===== config.mk =====
export PLATFORM = sky130hd
export DESIGN_NAME = stream_pass
export DESIGN_NICKNAME = d
export VERILOG_FILES = /design/src/rtl/stream_pass_pkg.sv /design/src/rtl/stream_pass_stage.sv /design/src/rtl/stream_pass.sv
export SDC_FILE = /design/constraint.sdc
export NUM_CORES = 1
export LEC_CHECK = 0
export ABC_CLOCK_PERIOD_IN_PS = 1200
export BUFFER_PORTS_ARGS = -buffer_cell sky130_fd_sc_hd__buf_2
export CAP_MARGIN = 20
export CORE_UTILIZATION = 49
export DETAILED_ROUTE_END_ITERATION = 16
export MAX_ROUTING_LAYER = met4
export PLACE_DENSITY = 0.75
export REMOVE_ABC_BUFFERS = 1
export SKIP_LAST_GASP = 1
export SLEW_MARGIN = 20
export SYNTH_ARGS = -nofsm -noshare
export SYNTH_HDL_FRONTEND = slang
export SYNTH_HIERARCHICAL = 1
export SYNTH_SLANG_ARGS = --single-unit

===== constraint.sdc =====
create_clock -name clk -period 1.2 [get_ports clk]
set_clock_uncertainty 0.1 [all_clocks]
set_input_delay 0.06 -clock clk [delete_from_list [all_inputs] [get_ports clk]]
set_output_delay 0.06 -clock clk [all_outputs]
set_load 0.05 [all_outputs]

===== src/rtl/stream_pass_pkg.sv =====
// +----------------------------------------------------------------------+
// | stream_pass_pkg : parameter limits and counter width for stream_pass |
// | Revision 1.0                                                         |
// +----------------------------------------------------------------------+
`default_nettype none

package stream_pass_pkg;

  localparam int MAX_WIDTH    = 64;
  localparam int MAX_CHANNELS = 16;
  localparam int MAX_DEPTH    = 8;
  localparam int CNT_W        = 16;

  function automatic bit in_range(input int value, input int lo, input int hi);
    return (value >= lo) && (value <= hi);
  endfunction

endpackage

`default_nettype wire


===== src/rtl/stream_pass_stage.sv =====
// +----------------------------------------------------------------------+
// | stream_pass_stage : one skid slice (main + skid register)            |
// | Revision 1.0                                                         |
// +----------------------------------------------------------------------+
`default_nettype none

module stream_pass_stage #(
  parameter int WIDTH = 1
) (
  input  logic             clk,
  input  logic             rst_n,
  input  logic [WIDTH-1:0] in_data,
  input  logic             in_valid,
  output logic             in_ready,
  output logic [WIDTH-1:0] out_data,
  output logic             out_valid,
  input  logic             out_ready
);

  logic             r_main_valid;
  logic             r_skid_valid;
  logic             r_ready;
  logic [WIDTH-1:0] r_main_data;
  logic [WIDTH-1:0] r_skid_data;

  logic w_in_xfer;
  logic w_main_valid_nxt;
  logic w_skid_valid_nxt;
  logic w_load_main_in;
  logic w_load_main_skid;
  logic w_load_skid;

  assign w_in_xfer = in_valid & r_ready;

  // Skid holds a word only while main is occupied and downstream stalls.
  always_comb begin
    w_main_valid_nxt = r_main_valid;
    w_skid_valid_nxt = r_skid_valid;
    w_load_main_in   = 1'b0;
    w_load_main_skid = 1'b0;
    w_load_skid      = 1'b0;
    if (r_skid_valid) begin
      if (out_ready) begin
        w_load_main_skid = 1'b1;
        w_skid_valid_nxt = 1'b0;
      end
    end else if (w_in_xfer) begin
      if (!r_main_valid || out_ready) begin
        w_load_main_in   = 1'b1;
        w_main_valid_nxt = 1'b1;
      end else begin
        w_load_skid      = 1'b1;
        w_skid_valid_nxt = 1'b1;
      end
    end else if (out_ready) begin
      w_main_valid_nxt = 1'b0;
    end
  end

  always_ff @(posedge clk or negedge rst_n) begin
    if (!rst_n) begin
      r_main_valid <= 1'b0;
      r_skid_valid <= 1'b0;
      r_ready      <= 1'b0;
    end else begin
      r_main_valid <= w_main_valid_nxt;
      r_skid_valid <= w_skid_valid_nxt;
      r_ready      <= ~w_skid_valid_nxt;
    end
  end

  always_ff @(posedge clk) begin
    if (w_load_main_in) begin
      r_main_data <= in_data;
    end else if (w_load_main_skid) begin
      r_main_data <= r_skid_data;
    end
    if (w_load_skid) begin
      r_skid_data <= in_data;
    end
  end

  assign in_ready  = r_ready;
  assign out_data  = r_main_data;
  assign out_valid = r_main_valid;

endmodule

`default_nettype wire


===== src/rtl/stream_pass.sv =====
// +----------------------------------------------------------------------+
// | stream_pass : CHANNELS independent elastic pipelines, DEPTH slices   |
// | each. Optional STREAM_PASS_CNT_EN adds per-channel beat counters.    |
// | Revision 1.0                                                         |
// +----------------------------------------------------------------------+
`default_nettype none

module stream_pass
  import stream_pass_pkg::*;
#(
  parameter int WIDTH    = 1,
  parameter int CHANNELS = 2,
  parameter int DEPTH    = 2
) (
  input  logic                      clk,
  input  logic                      rst_n,
  input  logic [CHANNELS*WIDTH-1:0] in_data,
  input  logic [CHANNELS-1:0]       in_valid,
  output logic [CHANNELS-1:0]       in_ready,
  output logic [CHANNELS*WIDTH-1:0] out_data,
  output logic [CHANNELS-1:0]       out_valid,
  input  logic [CHANNELS-1:0]       out_ready
`ifdef STREAM_PASS_CNT_EN
  ,
  output logic [CHANNELS*CNT_W-1:0] beat_cnt
`endif
);

  if (!in_range(WIDTH, 1, MAX_WIDTH)) begin : g_bad_width
    $error("stream_pass: WIDTH out of range 1..64");
  end
  if (!in_range(CHANNELS, 1, MAX_CHANNELS)) begin : g_bad_channels
    $error("stream_pass: CHANNELS out of range 1..16");
  end
  if (!in_range(DEPTH, 1, MAX_DEPTH)) begin : g_bad_depth
    $error("stream_pass: DEPTH out of range 1..8");
  end

  for (genvar c = 0; c < CHANNELS; c++) begin : g_ch
    logic [DEPTH:0][WIDTH-1:0] w_data;
    logic [DEPTH:0]            w_valid;
    logic [DEPTH:0]            w_ready;

    // Index 0 is the channel input, index DEPTH the channel output.
    assign w_data[0]                    = in_data[c*WIDTH +: WIDTH];
    assign w_valid[0]                   = in_valid[c];
    assign in_ready[c]                  = w_ready[0];
    assign out_data[c*WIDTH +: WIDTH]   = w_data[DEPTH];
    assign out_valid[c]                 = w_valid[DEPTH];
    assign w_ready[DEPTH]               = out_ready[c];

    for (genvar s = 0; s < DEPTH; s++) begin : g_st
      stream_pass_stage #(
        .WIDTH(WIDTH)
      ) u_stage (
        .clk      (clk),
        .rst_n    (rst_n),
        .in_data  (w_data[s]),
        .in_valid (w_valid[s]),
        .in_ready (w_ready[s]),
        .out_data (w_data[s+1]),
        .out_valid(w_valid[s+1]),
        .out_ready(w_ready[s+1])
      );
    end

`ifdef STREAM_PASS_CNT_EN
    logic [CNT_W-1:0] r_cnt;

    always_ff @(posedge clk or negedge rst_n) begin
      if (!rst_n) begin
        r_cnt <= '0;
      end else if (w_valid[DEPTH] && out_ready[c]) begin
        r_cnt <= r_cnt + 16'd1;
      end
    end

    assign beat_cnt[c*CNT_W +: CNT_W] = r_cnt;
`endif
  end

endmodule

`default_nettype wire


==> impl_metrics.env <==
export IMPL_antennaDiodeCount=0
export IMPL_yosys_area_share_simple=0.158
export IMPL_gr_total_overflow=0
export IMPL_setup_viol=10
export IMPL_placed_area_um2=1110
export IMPL_rsz0062_at_grt="true"
export IMPL_drc_errors=0
export IMPL_num_rows=15
export IMPL_final_hold_violation_count=0
export IMPL_htreeDepth=1
export IMPL_clkLatencyLatePin_ns=0.31
export IMPL_drt_iter0_drc=13
export IMPL_synth_area_um2=951
export IMPL_worst_slack_ns=-0.174
export IMPL_tightest_slew_ns=0.267
export IMPL_synth_top_family_by_area="simple AND/OR/NAND/NOR gates"
export IMPL_setup_tns_ns=-0.884
export IMPL_nNetsFinal=117
export IMPL_grtUsageTotal=0.199
export IMPL_pin_count=14
export IMPL_antenna_found_initial=0
export IMPL_syn_instance_count=74
export IMPL_worstReg2RegStart="g_ch[0].g_st[0].u_stage/r_skid_valid"
export IMPL_cts_buffers=3
export IMPL_fillCellCount=128
export IMPL_final_area_um2=1350
export IMPL_synth_mux_area_frac=0.0632
export IMPL_slew_headroom=0.822
export IMPL_power_density_nw_per_um2=2360
export IMPL_viasPerCell=5.07
export IMPL_synth_xor_area_frac=0
export IMPL_fp_dieW_um=46.1
export IMPL_arrival_ns=1.34
export IMPL_seq_area_frac_synth=0.568
export IMPL_ys_seq_elements=20
export IMPL_grt_max_degree=13
export IMPL_avgRoutedWirePerCell_um=14.0
export IMPL_die_h_um=46.1
export IMPL_violations="setup timing"
export IMPL_maxCapViolCount=0
export IMPL_slew_violations=0
export IMPL_num_vias=674
export IMPL_clk_pin_slew_ns=0.12
export IMPL_synth_compound_area_frac=0.132
export IMPL_clock_sinks=20
export IMPL_wl_um=1860
export IMPL_first_global_vias=650
export IMPL_dieArea_um2=2120
export IMPL_end_kind="flop"
export IMPL_yosys_warnings=6
export IMPL_min_from="out_ready[1]"
export IMPL_yosysTopAreaCell="dfrtp_1"
export IMPL_ctsRootBufferMaster="clkbuf_4"
export IMPL_synth_avg_cell_area_um2=12.9
export IMPL_ir_worst_vdd_uv=1630
export IMPL_drive_gt1_frac=0.537
export IMPL_grt_pass1_wl_um=2740
export IMPL_area_growth_pct=42.4
export IMPL_crit_start="g_ch[0].g_st[0].u_stage/r_skid_valid"
export IMPL_core_area_um2=1760
export IMPL_cp_data_required_time_ns=1.17
export IMPL_crit_type="reg -> reg"
export IMPL_hp_class="in -> reg"
export IMPL_clockBufferDepth=2
export IMPL_yosys_area_top_type_share=0.316
export IMPL_min_period_over_period=1.15
export IMPL_synth_cell_types=14
export IMPL_start_util=0.539
export IMPL_cts_tree="yes"
export IMPL_dpl_hpwl_um=1170
export IMPL_port_buffers=13
export IMPL_firstDrtPassIters=4
export IMPL_finalWeightedCongestion=0.784
export IMPL_crit_path_start_kind="flop"
export IMPL_path_max_fanout=2
export IMPL_reg2reg_slack_ns=-0.17
export IMPL_dp_slack_ns=-0.171
export IMPL_min_period_ns=1.37
export IMPL_synth_adder_area_share=0
export IMPL_ys_top_cells_by_area="dfrtp_1, edfxtp_1, nand3b_4"
export IMPL_status="complete, but fails checks"
export IMPL_cellLeakagePower_uw=0.000621
export IMPL_antenna_left=0
export IMPL_max_freq_ghz=0.728
kinds of logic (layout without fill, tap and decap cells):
kind of cell / Yosys count / in the layout
multiplexers: 4 / 4
buffers and inverters: 14 / 48
flip-flops: 20 / 20
AO/OA/AOI/OAI: 20 / 20
AND/OR/NAND/NOR: 16 / 16
power breakdown:
group          internal [uW]  total (uW)  switching (uW)
logic                    775        1530             760
clock network            338         554             216
registers                939        1100             163
registers in the layout, indices dropped and copies added (netlist names):
name / cells
g_ch.g_st.u_stage/r_skid_data: 4
g_ch.g_st.u_stage/out_data: 4
g_ch.g_st.u_stage/out_valid: 4
g_ch.g_st.u_stage/r_skid_valid: 4
g_ch.g_st.u_stage/in_ready: 4
layout make-up:
cell class,instances,area (um^2),share of cell area
sequential,20,544,0.402
clock buffer,3,22.5,0.0166
inverter,8,30.0,0.0222
tap,25,31.3,0.0231
timing repair buffer,36,309,0.228
multi-input combinational,40,387,0.286
clock inverter,1,30.0,0.0222
timing repair:
item,in CTS,in global routing
setup endpoints to repair,15,18
hold buffers,5,0
pin swaps,3,4
gates resized for setup,17,13
setup buffers,2,2
endpoints found under the hold margin,22,0
critical path: stages (launching register included):
cell	delay, ns
dfrtp_1	0.41
nand3b_4	0.18
a21oi_4	0.14
mux2_4	0.31
path summary, 6_finish.rpt:
kind,depth (start not counted),endpoint
worst min register to register,0,g_ch[1].g_st[1].u_stage/r_skid_data
min in group asynchronous,2,g_ch[0].g_st[1].u_stage/in_ready
max in group asynchronous,2,g_ch[0].g_st[0].u_stage/out_valid
worst max register to register,3,g_ch[0].g_st[0].u_stage/out_data
worst max-delay path,3,g_ch[0].g_st[0].u_stage/out_data
worst min-delay path,4,g_ch[1].g_st[1].u_stage/out_valid
synth_stat cells, drive strengths merged:
cell	n
a21oi	8
a31oi	4
buf	6
dfrtp	12
edfxtp	8
inv	8
mux2	4
nand2	4
nand3b	4
nor3b	4
o21ai	4
o22ai	4
or2	4
per-layer routing:
metal | vias to the layer above | GRT usage | share of wire
met4 | 0 | 0.106 | 0.023
met3 | 4 | 0.0353 | 0.024
met1 | 331 | 0.250 | 0.45
met5 | - | - | 0
li1 | 326 | - | -
met2 | 13 | 0.307 | 0.51
metrics by stage:
stage               hold WS (ns)  cells   util  power (uW)
floorplan                 -0.336     68      -        1850
global placement          -0.158    120  0.628        2240
detailed placement        -0.153    120  0.628        2270
CTS                       0.0236    131  0.732        2990
global route              0.0405    133  0.767        3340
finish                    0.0219    133  0.767        3190
layout by cell type (no fill, tap or decap):
cell	count
inv_2	1
inv_1	7
nor3b_4	1
edfxtp_1	8
a21oi_1	3
dfrtp_1	9
dfrtp_2	3
nand2_1	4
mux2_4	4
nor3b_2	2
buf_8	3
o22ai_1	1
o22ai_2	3
o21ai_0	4
clkbuf_4	3
buf_2	9
buf_4	12
nor3b_1	1
a21oi_2	4
a21oi_4	1
dlygate4sd3_1	5
nand3b_4	4
buf_6	7
or2_1	4
a31oi_1	4
bufinv_16	1
No activity file was read; power rests on OpenSTA's default activity.
